### config.mk
export PLATFORM = sky130hd
export DESIGN_NAME = collection_scheduler
export DESIGN_NICKNAME = d
export VERILOG_FILES = /design/src/rtl/collection_scheduler.sv
export SDC_FILE = /design/constraint.sdc
export NUM_CORES = 2
export LEC_CHECK = 0
export CAP_MARGIN = 25
export CORE_MARGIN = 2
export CORE_UTILIZATION = 35
export CTS_CLUSTER_SIZE = 30
export DETAILED_ROUTE_END_ITERATION = 16
export GPL_ROUTABILITY_DRIVEN = 1
export PLACE_DENSITY = 0.52
export SYNTH_ARGS = -nofsm -noshare
export SYNTH_HDL_FRONTEND = slang
export SYNTH_SLANG_ARGS = --single-unit
### constraint.sdc
create_clock -name clk -period 6 [get_ports clk]
set_input_delay 0.9 -clock clk [delete_from_list [all_inputs] [get_ports clk]]
set_output_delay 0.9 -clock clk [all_outputs]
set_load 0.03 [all_outputs]
### src/rtl/collection_scheduler.sv
// Periodic sample-request scheduler: up to MAX_SLOTS (channel, period) slots whose
// expiries raise pending bits, granted round-robin to a ready/valid collector.
module collection_scheduler_slot #(
  parameter int PERIOD_W = 24
) (
  input  logic                clk,
  input  logic                rst,
  input  logic                add_i,
  input  logic [7:0]          chan_i,
  input  logic [PERIOD_W-1:0] per_i,
  input  logic                start_i,
  input  logic                run_i,
  input  logic                wipe_i,
  output logic [7:0]          chan_o,
  output logic                expire_o
);
  localparam logic [PERIOD_W-1:0] ONE = PERIOD_W'(1);
  logic [7:0]          chan_q;
  logic [PERIOD_W-1:0] per_q, cnt_q;

  assign chan_o   = chan_q;
  assign expire_o = run_i && (cnt_q == '0);

  always_ff @(posedge clk) begin
    if (rst) begin
      chan_q <= 8'hFF;
      per_q  <= '0;
      cnt_q  <= '0;
    end else begin
      if (wipe_i) begin
        chan_q <= 8'hFF;
        per_q  <= '0;
      end else if (add_i) begin
        chan_q <= chan_i;
        per_q  <= (per_i == '0) ? ONE : per_i;
      end
      if (start_i)    cnt_q <= per_q - ONE;
      else if (run_i) cnt_q <= expire_o ? per_q - ONE : cnt_q - ONE;
    end
  end
endmodule

module collection_scheduler #(
  parameter int POSITION  = 243,
  parameter int MAX_SLOTS = 8,
  parameter int PERIOD_W  = 24
) (
  input  logic        clk,
  input  logic        rst,
  input  logic [15:0] addr,
  input  logic [31:0] cmd_data_in,
  input  logic        cs,
  input  logic        wr,
  input  logic        req_ready,
  output logic        req_valid,
  output logic [7:0]  req_channel,
  output logic [2:0]  req_slot,
  output logic        running,
  output logic        overrun,
  output logic [3:0]  num_slots
);
  typedef enum logic [3:0] {IDLE = 4'b0001, ARB = 4'b0010, ISSUE = 4'b0100, DRAIN = 4'b1000} state_e;

  state_e                 state_q, state_d;
  logic [3:0]             num_q, num_d;
  logic [MAX_SLOTS-1:0]   pend_q, pend_d, pend_run, cfg, gnt, exp_v, add_v;
  logic [2:0]             rr_q, rr_d, slot_q, slot_d, pick;
  logic [7:0]             ch_q, ch_d;
  logic                   ovr_q, ovr_d, clr_q, clr_d, ovr_hit, found;
  logic                   wr_hit, add_w, start_c, halt, clr_c, hs, run, start, wipe;
  logic [15:0]            cmd;
  logic [3:0]             idx;
  logic [MAX_SLOTS-1:0][7:0] chan_v;

  // Commands act in the cycle they are written, so nothing lingers to be consumed later.
  assign wr_hit  = cs && wr && (addr[15:8] == 8'(POSITION));
  assign add_w   = wr_hit && (addr[7:0] == 8'd4);
  assign cmd     = (wr_hit && (addr[7:0] == 8'd5)) ? cmd_data_in[15:0] : 16'd0;
  assign start_c = (cmd == 16'd1);
  assign clr_c   = (cmd == 16'd5);
  assign halt    = (cmd == 16'd2) || clr_c;
  assign hs      = ((state_q == ISSUE) || (state_q == DRAIN)) && req_ready;
  assign run     = ((state_q == ARB) && !halt) || (state_q == ISSUE);

  assign req_valid   = (state_q == ISSUE) || (state_q == DRAIN);
  assign running     = (state_q == ARB) || (state_q == ISSUE);
  assign req_channel = ch_q;
  assign req_slot    = slot_q;
  assign overrun     = ovr_q;
  assign num_slots   = num_q;

  for (genvar i = 0; i < MAX_SLOTS; i++) begin : g_slot
    collection_scheduler_slot #(.PERIOD_W(PERIOD_W)) u_slot (
      .clk     (clk),
      .rst     (rst),
      .add_i   (add_v[i]),
      .chan_i  (cmd_data_in[7:0]),
      .per_i   (PERIOD_W'(cmd_data_in[31:8])),
      .start_i (start),
      .run_i   (run && cfg[i]),
      .wipe_i  (wipe),
      .chan_o  (chan_v[i]),
      .expire_o(exp_v[i])
    );
  end

  always_comb begin
    ovr_hit = 1'b0;
    pick    = '0;
    found   = 1'b0;
    idx     = '0;
    for (int i = 0; i < MAX_SLOTS; i++) begin
      cfg[i]      = (4'(i) < num_q);
      gnt[i]      = hs && (slot_q == 3'(i));
      add_v[i]    = (state_q == IDLE) && add_w && (num_q < 4'(MAX_SLOTS)) && (num_q == 4'(i));
      pend_run[i] = (pend_q[i] && !gnt[i]) || exp_v[i];
      ovr_hit     = ovr_hit || (exp_v[i] && pend_q[i] && !gnt[i]);
    end
    // Cyclic search from rr, wrapping at num_slots rather than MAX_SLOTS.
    for (int k = 0; k < MAX_SLOTS; k++) begin
      idx = {1'b0, rr_q} + 4'(k);
      if (idx >= num_q) idx = idx - num_q;
      if (!found && (4'(k) < num_q) && pend_q[idx[2:0]]) begin
        pick  = idx[2:0];
        found = 1'b1;
      end
    end
  end

  always_comb begin
    state_d = state_q;
    num_d   = num_q;
    pend_d  = pend_q;
    rr_d    = rr_q;
    slot_d  = slot_q;
    ch_d    = ch_q;
    ovr_d   = ovr_q;
    clr_d   = clr_q;
    start   = 1'b0;
    wipe    = 1'b0;
    case (state_q)
      IDLE: begin
        if (clr_c) wipe = 1'b1;
        else if (start_c && num_q != 4'd0) begin
          start   = 1'b1;
          pend_d  = cfg;
          rr_d    = '0;
          state_d = ARB;
        end else if (|add_v) num_d = num_q + 4'd1;
      end
      ARB: begin
        if (halt) begin
          pend_d  = '0;
          wipe    = clr_c;
          state_d = IDLE;
        end else begin
          pend_d = pend_run;
          ovr_d  = ovr_q || ovr_hit;
          if (found) begin
            slot_d  = pick;
            ch_d    = chan_v[pick];
            state_d = ISSUE;
          end
        end
      end
      ISSUE: begin
        pend_d = pend_run;
        ovr_d  = ovr_q || ovr_hit;
        if (hs) rr_d = (({1'b0, slot_q} + 4'd1) == num_q) ? 3'd0 : slot_q + 3'd1;
        if (halt) begin
          // A halt landing on the handshake cycle has nothing left to drain.
          if (hs) begin
            pend_d  = '0;
            wipe    = clr_c;
            state_d = IDLE;
          end else begin
            clr_d   = clr_c;
            state_d = DRAIN;
          end
        end else if (hs) state_d = ARB;
      end
      DRAIN: begin
        if (clr_c) clr_d = 1'b1;
        if (hs) begin
          pend_d  = '0;
          wipe    = clr_q || clr_c;
          clr_d   = 1'b0;
          state_d = IDLE;
        end
      end
      default: state_d = IDLE;
    endcase
    if (wipe) begin
      num_d = 4'd0;
      ovr_d = 1'b0;
    end
  end

  always_ff @(posedge clk) begin
    if (rst) begin
      state_q <= IDLE;
      num_q   <= '0;
      pend_q  <= '0;
      rr_q    <= '0;
      slot_q  <= '0;
      ch_q    <= 8'hFF;
      ovr_q   <= 1'b0;
      clr_q   <= 1'b0;
    end else begin
      state_q <= state_d;
      num_q   <= num_d;
      pend_q  <= pend_d;
      rr_q    <= rr_d;
      slot_q  <= slot_d;
      ch_q    <= ch_d;
      ovr_q   <= ovr_d;
      clr_q   <= clr_d;
    end
  end
endmodule

==> metrics.txt <==
# TYPE chip_impl_metric gauge
chip_impl_info{name="outcome",value="finished, final reports clean"} 1
chip_impl_metric{name="diodes",unit=""} 0
chip_impl_info{name="crit_path_max_delay_cell_type",value="sky130_fd_sc_hd__o21ai_4"} 1
chip_impl_info{name="path_delay_family",value="compound AO/OA/AOI/OAI gates"} 1
chip_impl_metric{name="grt_start_max_net_pins",unit=""} 166
chip_impl_metric{name="post_synth_num_cell_types",unit=""} 91
chip_impl_metric{name="drc",unit=""} 0
chip_impl_metric{name="finalWorstPathRequiredPeriod",unit="ns"} 5.57
chip_impl_info{name="startpoint_type",value="flip-flop"} 1
chip_impl_metric{name="numClockSinks",unit=""} 480
chip_impl_metric{name="routedWlPerCell",unit="um"} 18.5
chip_impl_info{name="cp_cell_sequence",value="inv_1 > ha_1 > nand2b_1 > a31oi_1 > o22a_1 > a21boi_0 > or4b_1 > o2111ai_1 > nor2_1 > o21ai_0 > o21ai_0 > o21ai_4 > mux2_2 > a2111oi_0 > nor3_1"} 1
chip_impl_metric{name="hpwl",unit="um"} 62700
chip_impl_info{name="timing.critical_path.mode_cell",value="sky130_fd_sc_hd__o21ai_0"} 1
chip_impl_metric{name="overall_power_after_layout",unit="mW"} 7.46
chip_impl_metric{name="critical_path.max_stage_delay",unit="ns"} 0.74
chip_impl_metric{name="initial_utilization",unit=""} 0.352
chip_impl_metric{name="design.die.area",unit="mm2"} 0.0828
chip_impl_metric{name="total_leakage_power",unit="nW"} 12.5
chip_impl_info{name="post_synth_most_frequent_cells",value="sky130_fd_sc_hd__nand2_1 (808), sky130_fd_sc_hd__dfxtp_1 (480), sky130_fd_sc_hd__a21oi_1 (412)"} 1
chip_impl_info{name="synthFlopType",value="sky130_fd_sc_hd__dfxtp_1"} 1
chip_impl_metric{name="path_buf_inv",unit=""} 1
chip_impl_metric{name="syn2layout_area_growth",unit="%"} 15.7
chip_impl_metric{name="power_density",unit="mW/mm2"} 229
chip_impl_metric{name="drv_slew",unit=""} 0
chip_impl_metric{name="cts_max_level",unit=""} 2
chip_impl_metric{name="floorplan.rows",unit=""} 104
chip_impl_metric{name="cts.path.max_buffers",unit=""} 3
chip_impl_metric{name="die_w",unit="um"} 288
chip_impl_metric{name="synth_enable_flop_cells",unit=""} 0
chip_impl_metric{name="postSynthNetCount",unit=""} 4070
chip_impl_metric{name="largest_clock_skew_in_the_final_design",unit="ns"} 0.0247
chip_impl_metric{name="slew_headroom",unit=""} 0.295
chip_impl_metric{name="drt_iter0_markers",unit=""} 1889
chip_impl_metric{name="dr_total_vias",unit=""} 27537
chip_impl_metric{name="portBuffers",unit=""} 70
chip_impl_metric{name="clk-insertion-delay-late",unit="ns"} 0.63
chip_impl_metric{name="first_global_vias",unit=""} 25437
chip_impl_info{name="setup_repair_after_global_routing_missed_its_margin",value="no"} 1
chip_impl_metric{name="peakVddDrop",unit="V"} 0.000203
chip_impl_metric{name="timing.max_cap.violations",unit=""} 0
chip_impl_metric{name="post_cts_buffers",unit=""} 0
chip_impl_info{name="tritoncts_clock_tree",value="done"} 1
chip_impl_metric{name="globalRouteOverflowTotal",unit=""} 0
chip_impl_metric{name="placeableCoreArea",unit="mm2"} 0.0802
chip_impl_info{name="timing_worst_setup_path_type",value="flip-flop to flip-flop"} 1
chip_impl_info{name="synth.most_common_cell",value="sky130_fd_sc_hd__nand2_1"} 1
chip_impl_metric{name="detail_route.first_pass.iterations",unit=""} 5
chip_impl_metric{name="proportion_of_netlist_area_held_by_the_largest_area_contributor",unit=""} 0.341
chip_impl_metric{name="postRouteAntennaNets",unit=""} 0
chip_impl_metric{name="path_clk_slew",unit="ns"} 0.06
chip_impl_info{name="synth_top_area_cell",value="sky130_fd_sc_hd__dfxtp_1"} 1
chip_impl_metric{name="final_layout_size_suffix_gt1_frac",unit=""} 0.0782
chip_impl_info{name="synth_area_leaders",value="sky130_fd_sc_hd__dfxtp_1 (34%), sky130_fd_sc_hd__nand2_1 (11%), sky130_fd_sc_hd__a21oi_1 (7.3%), sky130_fd_sc_hd__nor2_1 (5.0%), sky130_fd_sc_hd__o21ai_0 (4.4%)"} 1
chip_impl_metric{name="synth-async-reset-ratio",unit=""} 0
chip_impl_metric{name="worst_ep_arrival_time",unit="ns"} 6.05
chip_impl_metric{name="cts_resized",unit=""} 0
chip_impl_metric{name="synth_area",unit="mm2"} 0.0282
chip_impl_metric{name="synth-seq-area-share",unit=""} 0.341
chip_impl_metric{name="post_synth.cell_area_avg",unit="um2"} 7.11
chip_impl_metric{name="routabilityCongestion",unit=""} 0.878
chip_impl_info{name="clockRootBuffer",value="sky130_fd_sc_hd__clkbuf_16"} 1
chip_impl_metric{name="final_nets",unit=""} 4065
chip_impl_metric{name="max_frequency",unit="GHz"} 0.180
chip_impl_metric{name="cts_made_buffers",unit=""} 58
chip_impl_metric{name="floorplan.io_pins",unit=""} 71
chip_impl_metric{name="grt_pass1_wl",unit="um"} 147000
chip_impl_metric{name="groute.usage.overall",unit=""} 0.221
chip_impl_metric{name="finalWirelength",unit="um"} 93600
chip_impl_metric{name="synth_seq_cells",unit=""} 480
chip_impl_metric{name="synth_cells",unit=""} 3961
chip_impl_metric{name="vias_per_cell",unit=""} 5.44
chip_impl_metric{name="fp.dieH",unit="um"} 288
chip_impl_metric{name="post-route-period-util",unit=""} 0.928
chip_impl_metric{name="dpl_cell_area",unit="mm2"} 0.0305
chip_impl_metric{name="worst-r2r-setup-slack",unit="ns"} 0.43
chip_impl_info{name="hold_path.class",value="flip-flop to flip-flop"} 1
chip_impl_metric{name="crit_path_max_fanout",unit=""} 29
chip_impl_metric{name="required",unit="ns"} 6.49
chip_impl_metric{name="final-hold-violation-count",unit=""} 0
chip_impl_metric{name="setup-violations-final",unit=""} 0
chip_impl_metric{name="grt_antenna_before_repair",unit=""} 0
chip_impl_metric{name="finish.instance_area",unit="mm2"} 0.0326
chip_impl_metric{name="fin_setup_tns",unit="ns"} 0
chip_impl_metric{name="ys_warn_count",unit=""} 0
chip_impl_metric{name="max_slew.worst_pin.slew",unit="ns"} 1.06
chip_impl_metric{name="postCtsHoldBufs",unit=""} 0
chip_impl_info{name="timing.critical_path.to_type",value="flip-flop"} 1
## where the power goes
group,internal (mW),switching [mW],total (mW),leakage [nW]
Sequential,3.20,0.0450,3.24,3.87
Combinational,0.108,0.218,0.326,7.66
Clock,2.41,1.48,3.89,1.02
Total,5.72,1.74,7.46,12.5
## logic make-up (layout without fill, tap and decap cells)
family	count (synthesis)	in the layout	synth area share
and+or+nand+nor	1864	1864	0.302
DFF	480	480	0.341
muxes	70	70	0.0280
xor gates and xnor gates	175	175	0.0544
buffers and inverters	351	393	0.0482
adders and majority gates	56	56	0.0259
AOI/OAI and AO/OA	965	965	0.200
## worst min-delay path: cells and delay by family (launching register included)
family             cells  cell delay, ns
DFF                    1            0.30
and+or+nand+nor        1            0.05
AOI/OAI and AO/OA      1            0.05
## through the flow
stage	hold WS, ns	instances	utilization	worst slack [ns]
global route	0.465	5063	0.407	0.0115
floorplan	0.427	3961	-	0.881
global placement	0.440	4955	0.381	0.700
finish	0.448	5063	0.407	0.433
CTS	0.453	5063	0.407	0.528
detailed placement	0.444	4956	0.381	0.574
## flip-flops by register name (all words and copies together), names as in the netlist, 3 cells and up
register / cells
g_slot.u_slot.chan_o: 64
g_slot.u_slot.cnt_q: 192
g_slot.u_slot.per_q: 192
num_slots: 4
pend_q: 8
req_channel: 8
req_slot: 3
rr_q: 3
state_q: 4
## cell type report
| cell class | instances | area [um2] |
|---|---|---|
| fill | 8418 | 47500 |
| multi-input combinational | 3130 | 17300 |
| sequential | 480 | 9610 |
| timing repair buffer | 198 | 2000 |
| clock buffer | 79 | 1630 |
| tap | 1060 | 1330 |
| clock inverter | 28 | 455 |
| inverter | 88 | 330 |
## final timing paths
path / start / end / cells after the start
worst min-delay path: g_slot[4].u_slot.cnt_q[17] / g_slot[4].u_slot.cnt_q[17] / 2
worst max register to register: num_slots[1] / req_channel[5] / 15
worst max-delay path: num_slots[1] / req_channel[5] / 15
worst min register to register: g_slot[4].u_slot.cnt_q[17] / g_slot[4].u_slot.cnt_q[17] / 2
## cell usage in the layout, fill, tap and decap left out, drive strengths merged, types with 19 or more instances in the layout
cell	n
or3	58
nand2b	25
inv	88
o22ai	40
or2	20
nor4	64
nor2	376
and3	22
buf	129
nor3	182
xor2	77
o21ai	260
a211oi	61
a21oi	413
a22oi	44
o211ai	29
xnor2	98
clkdlybuf4s50	69
clkbuf	79
nand4	20
dfxtp	480
nand3	141
nand3b	28
ha	52
mux2i	38
mux2	30
or4	39
nand2	808
nor2b	19
## metal layers
layer	vias to the layer above	track usage	wire, um
met2	611	0.369	43500
met5	-	0	0
met3	143	0.0262	4070
met1	12937	0.299	43400
li1	13846	-	-
met4	0	0.0665	2620
No activity file was read; power rests on OpenSTA's default activity.
